<file path="src/rtl/switch_debouncer.sv">
// Debounces eight active-low 8-bit DIP switch banks: two-flop synchronizer per bank,
// then a per-bank stability counter that accepts a whole byte only after it has held steady.
module switch_debouncer #(
   parameter int DEBOUNCE_CYCLES = 20000,
   parameter int CNT_W           = 16
) (
   input  logic       clk,
   input  logic       reset,
   input  logic [7:0] dip_raw0,
   input  logic [7:0] dip_raw1,
   input  logic [7:0] dip_raw2,
   input  logic [7:0] dip_raw3,
   input  logic [7:0] dip_raw4,
   input  logic [7:0] dip_raw5,
   input  logic [7:0] dip_raw6,
   input  logic [7:0] dip_raw7,
   output logic [7:0] dip_switch0,
   output logic [7:0] dip_switch1,
   output logic [7:0] dip_switch2,
   output logic [7:0] dip_switch3,
   output logic [7:0] dip_switch4,
   output logic [7:0] dip_switch5,
   output logic [7:0] dip_switch6,
   output logic [7:0] dip_switch7,
   output logic [7:0] dip_chg,
   output logic       dip_any_chg
);

   localparam int NB = 8;
   localparam logic [CNT_W-1:0] CNT_LAST = CNT_W'(DEBOUNCE_CYCLES - 1);
   localparam logic [CNT_W-1:0] CNT_ONE  = CNT_W'(1);

   logic [7:0]    raw    [NB];
   logic [7:0]    stable [NB];
   logic [NB-1:0] chg_d;
   logic [NB-1:0] chg_q;
   logic          any_chg_d;
   logic          any_chg_q;

   assign raw[0] = dip_raw0;
   assign raw[1] = dip_raw1;
   assign raw[2] = dip_raw2;
   assign raw[3] = dip_raw3;
   assign raw[4] = dip_raw4;
   assign raw[5] = dip_raw5;
   assign raw[6] = dip_raw6;
   assign raw[7] = dip_raw7;

   genvar gi;
   generate
      for (gi = 0; gi < NB; gi++) begin : g_bank
         logic [7:0]       s1_q, s1_d;
         logic [7:0]       s2_q, s2_d;
         logic [7:0]       cand_q, cand_d;
         logic [7:0]       stable_q, stable_d;
         logic [CNT_W-1:0] cnt_q, cnt_d;
         logic             bank_chg_d;

         // Priority: back to stable, new candidate, count expired, keep counting.
         always_comb begin
            s1_d       = raw[gi];
            s2_d       = s1_q;
            cand_d     = cand_q;
            stable_d   = stable_q;
            cnt_d      = cnt_q;
            bank_chg_d = 1'b0;
            if (s2_q == stable_q) begin
               cnt_d  = '0;
               cand_d = s2_q;
            end else if (s2_q != cand_q) begin
               cand_d = s2_q;
               cnt_d  = '0;
            end else if (cnt_q == CNT_LAST) begin
               stable_d   = s2_q;
               cnt_d      = '0;
               bank_chg_d = 1'b1;
            end else begin
               cnt_d = cnt_q + CNT_ONE;
            end
         end

         always_ff @(posedge clk) begin
            if (reset) begin
               s1_q     <= 8'hFF;
               s2_q     <= 8'hFF;
               cand_q   <= 8'hFF;
               stable_q <= 8'hFF;
               cnt_q    <= '0;
            end else begin
               s1_q     <= s1_d;
               s2_q     <= s2_d;
               cand_q   <= cand_d;
               stable_q <= stable_d;
               cnt_q    <= cnt_d;
            end
         end

         assign chg_d[gi]  = bank_chg_d;
         assign stable[gi] = stable_q;
      end
   endgenerate

   // The summary flag is computed from the next-state pulses so it lines up with dip_chg.
   always_comb begin
      any_chg_d = |chg_d;
   end

   always_ff @(posedge clk) begin
      if (reset) begin
         chg_q     <= '0;
         any_chg_q <= 1'b0;
      end else begin
         chg_q     <= chg_d;
         any_chg_q <= any_chg_d;
      end
   end

   assign dip_switch0 = stable[0];
   assign dip_switch1 = stable[1];
   assign dip_switch2 = stable[2];
   assign dip_switch3 = stable[3];
   assign dip_switch4 = stable[4];
   assign dip_switch5 = stable[5];
   assign dip_switch6 = stable[6];
   assign dip_switch7 = stable[7];
   assign dip_chg     = chg_q;
   assign dip_any_chg = any_chg_q;

endmodule

</file>
<file path="config.mk">
export PLATFORM = sky130hd
export DESIGN_NAME = switch_debouncer
export DESIGN_NICKNAME = d
export VERILOG_FILES = /design/src/rtl/switch_debouncer.sv
export SDC_FILE = /design/constraint.sdc
export NUM_CORES = 1
export LEC_CHECK = 0
export CAP_MARGIN = 20
export CORE_MARGIN = 5
export CORE_UTILIZATION = 35
export DETAILED_ROUTE_END_ITERATION = 8
export MAX_ROUTING_LAYER = met4
export PLACE_DENSITY = 0.64
export SYNTH_ARGS = -nofsm -noshare
export SYNTH_HDL_FRONTEND = slang
export SYNTH_SLANG_ARGS = --single-unit
</file>
<file path="constraint.sdc">
create_clock -name clk -period 2.5 [get_ports clk]
set_input_delay 0.5 -clock clk [delete_from_list [all_inputs] [get_ports clk]]
set_output_delay 0.5 -clock clk [all_outputs]
set_load 0.03 [all_outputs]
</file>
==> report_table.html <==
<table>
<tr><th>Metric</th><th>Value</th></tr>
<tr><th colspan="2">Layout</th></tr>
<tr><td>Utilization after layout</td><td>44.0%</td></tr>
<tr><td>Post-synthesis to final-layout area growth</td><td>23.6%</td></tr>
<tr><td>Final #Nets</td><td>1683</td></tr>
<tr><td>Final standard cell count with taps included and fillers excluded</td><td>2171</td></tr>
<tr><td>Layout cells sized above 1</td><td>17.0%</td></tr>
<tr><th colspan="2">Clock tree</th></tr>
<tr><td>Latest clock arrival within the worst-skew pair</td><td>0.54 ns</td></tr>
<tr><td>Clock H-tree levels</td><td>2</td></tr>
<tr><td>Setup fix buffers added after clock tree synthesis</td><td>0</td></tr>
<tr><td>Root cell of the clock tree</td><td>sky130_fd_sc_hd__clkbuf_16</td></tr>
<tr><td>Clock slew at the register clock pins of the worst setup and hold paths</td><td>0.06 ns</td></tr>
<tr><td>CTS tree</td><td>built</td></tr>
<tr><td>Sink count of the clock tree</td><td>393</td></tr>
<tr><td>Maximum buffer depth of the clock tree</td><td>3</td></tr>
<tr><td>Total CTS buffers</td><td>41</td></tr>
<tr><td>CTS Hold Bufs</td><td>0</td></tr>
<tr><td>Post-cts resize count</td><td>0</td></tr>
<tr><th colspan="2">Placement</th></tr>
<tr><td>Sum of net half-perimeters after detailed placement</td><td>20600 µm</td></tr>
<tr><td>Number of buffers inserted by port buffering</td><td>138</td></tr>
<tr><td>Worst setup slack after placement</td><td>0.176 ns</td></tr>
<tr><td># placed instances</td><td>2098</td></tr>
<tr><td>Weighted congestion at the end of routability-driven global placement</td><td>0.819</td></tr>
<tr><th colspan="2">Critical path</th></tr>
<tr><td>Highest-delay cell along the critical path</td><td>sky130_fd_sc_hd__nor4_1</td></tr>
<tr><td>Worst Setup Start Kind</td><td>flop</td></tr>
<tr><td>Worst-path cell chain</td><td>xor2_1, nor4_1, a2111oi_4, buf_4, a2111oi_0, buf_4, a41oi_2</td></tr>
<tr><td>CP delay by family, top</td><td>compound AO/OA/AOI/OAI gates</td></tr>
<tr><td>Nature of the critical path endpoint</td><td>flop</td></tr>
<tr><td>Buf/Inv on CP</td><td>2</td></tr>
<tr><td>CP Data Arrival Time</td><td>2.72 ns</td></tr>
<tr><td>CP Data Required Time</td><td>2.91 ns</td></tr>
<tr><td>R2r worst-path depth</td><td>7</td></tr>
<tr><td>CP Max Fanout</td><td>5</td></tr>
<tr><td>Most Frequent Cell on Critical Path</td><td>sky130_fd_sc_hd__buf_4</td></tr>
<tr><td>Longest individual stage delay on the worst path</td><td>0.61 ns</td></tr>
<tr><td>Worst Setup Path Type</td><td>reg -&gt; reg</td></tr>
<tr><td>Logic depth of the worst path, buffers included</td><td>7</td></tr>
<tr><th colspan="2">Timing</th></tr>
<tr><td>Worst-Margin Slew</td><td>0.801 ns</td></tr>
<tr><td>Setup violations, final</td><td>0</td></tr>
<tr><td>Final worst slack</td><td>0.191 ns</td></tr>
<tr><td>Final cycle utilization of the critical path</td><td>92.4%</td></tr>
<tr><td>Rel. slew slack</td><td>46.1%</td></tr>
<tr><td>Setup repair after global routing missed its margin</td><td>no</td></tr>
<tr><td>Hold Vio Cnt, Final</td><td>0</td></tr>
<tr><td>Number of pins exceeding their max-slew limit in the final report</td><td>0</td></tr>
<tr><td>Final worst path period need</td><td>2.31 ns</td></tr>
<tr><td>Max Fclk</td><td>433 MHz</td></tr>
<tr><td>Setup TNS</td><td>0 ns</td></tr>
<tr><td>Clk_skew</td><td>0.0132 ns</td></tr>
<tr><td>Final hold slack</td><td>0.292 ns</td></tr>
<tr><th colspan="2">Floorplanning</th></tr>
<tr><td>Num rows</td><td>74</td></tr>
<tr><td>Height of the die</td><td>214 µm</td></tr>
<tr><td>Die Area</td><td>0.0460 mm²</td></tr>
<tr><td>Io pins</td><td>139</td></tr>
<tr><td>Horizontal extent of the die</td><td>214 µm</td></tr>
<tr><td>Core footprint</td><td>0.0411 mm²</td></tr>
<tr><td>Starting Density</td><td>35.6%</td></tr>
<tr><th colspan="2">Synth</th></tr>
<tr><td>Post-synth top area share</td><td>53.8%</td></tr>
<tr><td>Post-Synthesis Net Count</td><td>1521</td></tr>
<tr><td>Share of the yosys chip area belonging to registers</td><td>53.8%</td></tr>
<tr><td>Number of enable-type register cells in the synthesized netlist</td><td>0</td></tr>
<tr><td>Count of state elements after synthesis</td><td>393</td></tr>
<tr><td>Most area-hungry cell type in the Yosys netlist</td><td>sky130_fd_sc_hd__dfxtp_1</td></tr>
<tr><td>Synthesized netlist cell count</td><td>1447</td></tr>
<tr><td>Post-synthesis instance area</td><td>0.0146 mm²</td></tr>
<tr><td>Proportion of synthesized flip-flops having asynchronous set or reset</td><td>0%</td></tr>
<tr><td>Synthesized area per cell</td><td>10.1 µm²</td></tr>
<tr><td>Number of distinct library cell variants in the gate-level netlist after synthesis</td><td>44</td></tr>
<tr><td>Cell types with the largest area share after synthesis</td><td>sky130_fd_sc_hd__dfxtp_1, sky130_fd_sc_hd__or2_2, sky130_fd_sc_hd__xor2_1</td></tr>
<tr><td>Most used flip-flop cell after synthesis</td><td>sky130_fd_sc_hd__dfxtp_1</td></tr>
<tr><td>Synthesis warning total</td><td>0</td></tr>
<tr><th colspan="2">Routing</th></tr>
<tr><td>Routed Wire Length</td><td>29300 µm</td></tr>
<tr><td>Post-route DRC</td><td>0</td></tr>
<tr><td>Average detailed-routed wire length per instance</td><td>13.5 µm</td></tr>
<tr><td>Post-route antenna net violation count</td><td>0</td></tr>
<tr><td>Number of optimization iterations in the first detailed-route pass</td><td>4</td></tr>
<tr><td>DR iter-0 viols</td><td>409</td></tr>
<tr><td>Overall via count from detail_route</td><td>9946</td></tr>
<tr><td>Via-to-Cell Ratio</td><td>4.58</td></tr>
<tr><th colspan="2">Pwr</th></tr>
<tr><td>Peak VDD IR</td><td>0.418 mV</td></tr>
<tr><td>Power per Cell Area</td><td>729 mW/mm²</td></tr>
<tr><td>Standby leakage power</td><td>0.00627 µW</td></tr>
<tr><th colspan="2">Global routing</th></tr>
<tr><td>GRT overflow</td><td>0</td></tr>
<tr><td>Largest net degree at the start of global routing</td><td>106</td></tr>
<tr><td>Antenna violations before repair</td><td>3</td></tr>
<tr><td>Via count of the first global-routing pass</td><td>9914</td></tr>
<tr><td>Global-route wire length before repair</td><td>49300 µm</td></tr>
<tr><td>Global Route Usage Sum</td><td>13.0%</td></tr>
<tr><th colspan="2">Outcome</th></tr>
<tr><td>Outcome</td><td>finished, final reports clean</td></tr>
<tr><th colspan="2">Worst hold path</th></tr>
<tr><td>Hold-critical path depth</td><td>2</td></tr>
<tr><td>Worst hold path class</td><td>in -&gt; reg</td></tr>
<tr><th colspan="2">Job</th></tr>
<tr><td>Total of max-cap violations</td><td>0</td></tr>
</table>
cell families (layout without fill, tap and decap cells):
| kind of cell | count (synthesis) | in the layout | synth area share [%] |
|---|---|---|---|
| DFF | 393 | 393 | 53.8 |
| AOI/OAI and AO/OA | 26 | 26 | 2.11 |
| muxes | 48 | 48 | 3.29 |
| buffers and inverters | 62 | 253 | 1.66 |
| xor gates and xnor gates | 240 | 240 | 14.4 |
| and+or+nand+nor | 670 | 670 | 24.1 |
| other | 0 | 1 | 0 |
| adders and majority gates | 8 | 8 | 0.684 |
layer usage:
metal	GRT usage, %	wire (µm)	vias to the layer above
met2	20.4	13400	151
met3	3.49	1430	45
li1	-	-	5100
met1	16.7	13900	4650
met5	-	0	-
met4	3.63	622	0
cell usage in the layout, fill, tap and decap left out, types with 29 or more instances in the layout:
cell type,n
sky130_fd_sc_hd__nor4_1,29
sky130_fd_sc_hd__nand2_1,105
sky130_fd_sc_hd__or2_2,178
sky130_fd_sc_hd__xor2_1,126
sky130_fd_sc_hd__dfxtp_1,393
sky130_fd_sc_hd__nand4_1,47
sky130_fd_sc_hd__clkdlybuf4s50_1,137
sky130_fd_sc_hd__nand3_1,66
sky130_fd_sc_hd__clkbuf_16,43
sky130_fd_sc_hd__xnor2_1,114
sky130_fd_sc_hd__nor2_1,156
sky130_fd_sc_hd__mux2i_1,48
area by class of cell:
| cell class | instances | area [µm²] |
|---|---|---|
| Clock buffer | 56 | 1170 |
| Inverter | 18 | 67.6 |
| Timing Repair Buffer | 163 | 1580 |
| Multi-Input combinational cell | 992 | 6520 |
| Antenna cell | 1 | 2.50 |
| Sequential cell | 393 | 7870 |
| Tap cell | 532 | 666 |
| Clock inverter | 16 | 194 |
| Fill cell | 3984 | 23000 |
flip-flops by register name, summed over array words and instances (netlist names), 64 cells and up:
register / cells
g_bank.cnt_q: 128
g_bank.cand_q: 64
g_bank.s1_q: 64
g_bank.s2_q: 64
final timing paths:
kind | from | endpoint | slack, ns
setup / recovery | dip_switch2[7]$_SDFFE_PP1P_ | dip_any_chg$_SDFF_PP0_ | 0.19
hold / removal | reset | g_bank[2].s1_q[2]$_SDFF_PP1_ | 0.29
setup reg to reg | dip_switch2[7]$_SDFFE_PP1P_ | dip_any_chg$_SDFF_PP0_ | 0.19
hold reg to reg | g_bank[1].s1_q[2]$_SDFF_PP1_ | g_bank[1].s2_q[2]$_SDFF_PP1_ | 0.41
metrics by stage:
stage,area [µm²],total power (µW)
3_3_place_gp,16700,7180
6_report,18100,13200
4_1_cts,18100,13400
2_1_floorplan,14600,6960
5_1_grt,18100,13700
3_5_place_dp,16700,7190
cell usage after synthesis (2+ instances only):
library cell	count
sky130_fd_sc_hd__dfxtp_1	393
sky130_fd_sc_hd__and4_1	8
sky130_fd_sc_hd__xnor2_1	114
sky130_fd_sc_hd__mux2i_1	48
sky130_fd_sc_hd__ha_1	8
sky130_fd_sc_hd__nand3b_1	3
sky130_fd_sc_hd__a2111oi_0	2
sky130_fd_sc_hd__a211o_1	4
sky130_fd_sc_hd__nand2b_1	2
sky130_fd_sc_hd__xor2_1	126
sky130_fd_sc_hd__clkbuf_1	41
sky130_fd_sc_hd__or2_1	17
sky130_fd_sc_hd__nor4_1	29
sky130_fd_sc_hd__nand2_1	105
sky130_fd_sc_hd__a2111o_1	2
sky130_fd_sc_hd__or4b_1	3
sky130_fd_sc_hd__nor4b_1	7
sky130_fd_sc_hd__nand4_1	47
sky130_fd_sc_hd__nor2_1	156
sky130_fd_sc_hd__nand3_1	66
sky130_fd_sc_hd__nor4bb_1	3
sky130_fd_sc_hd__a2111oi_4	5
sky130_fd_sc_hd__nor3_1	13
sky130_fd_sc_hd__and2_1	4
sky130_fd_sc_hd__o21ai_0	8
sky130_fd_sc_hd__or2_2	178
sky130_fd_sc_hd__and4b_1	2
sky130_fd_sc_hd__nor3b_1	2
sky130_fd_sc_hd__buf_2	2
sky130_fd_sc_hd__and3_1	19
sky130_fd_sc_hd__inv_1	17
report_power, final:
group / internal (µW) / total (µW) / switching (µW)
Sequential: 6400 / 6480 / 87.0
Combinational: 290 / 554 / 265
Clock: 3700 / 6140 / 2430
Note: power is estimated with default switching activity, not from simulation.
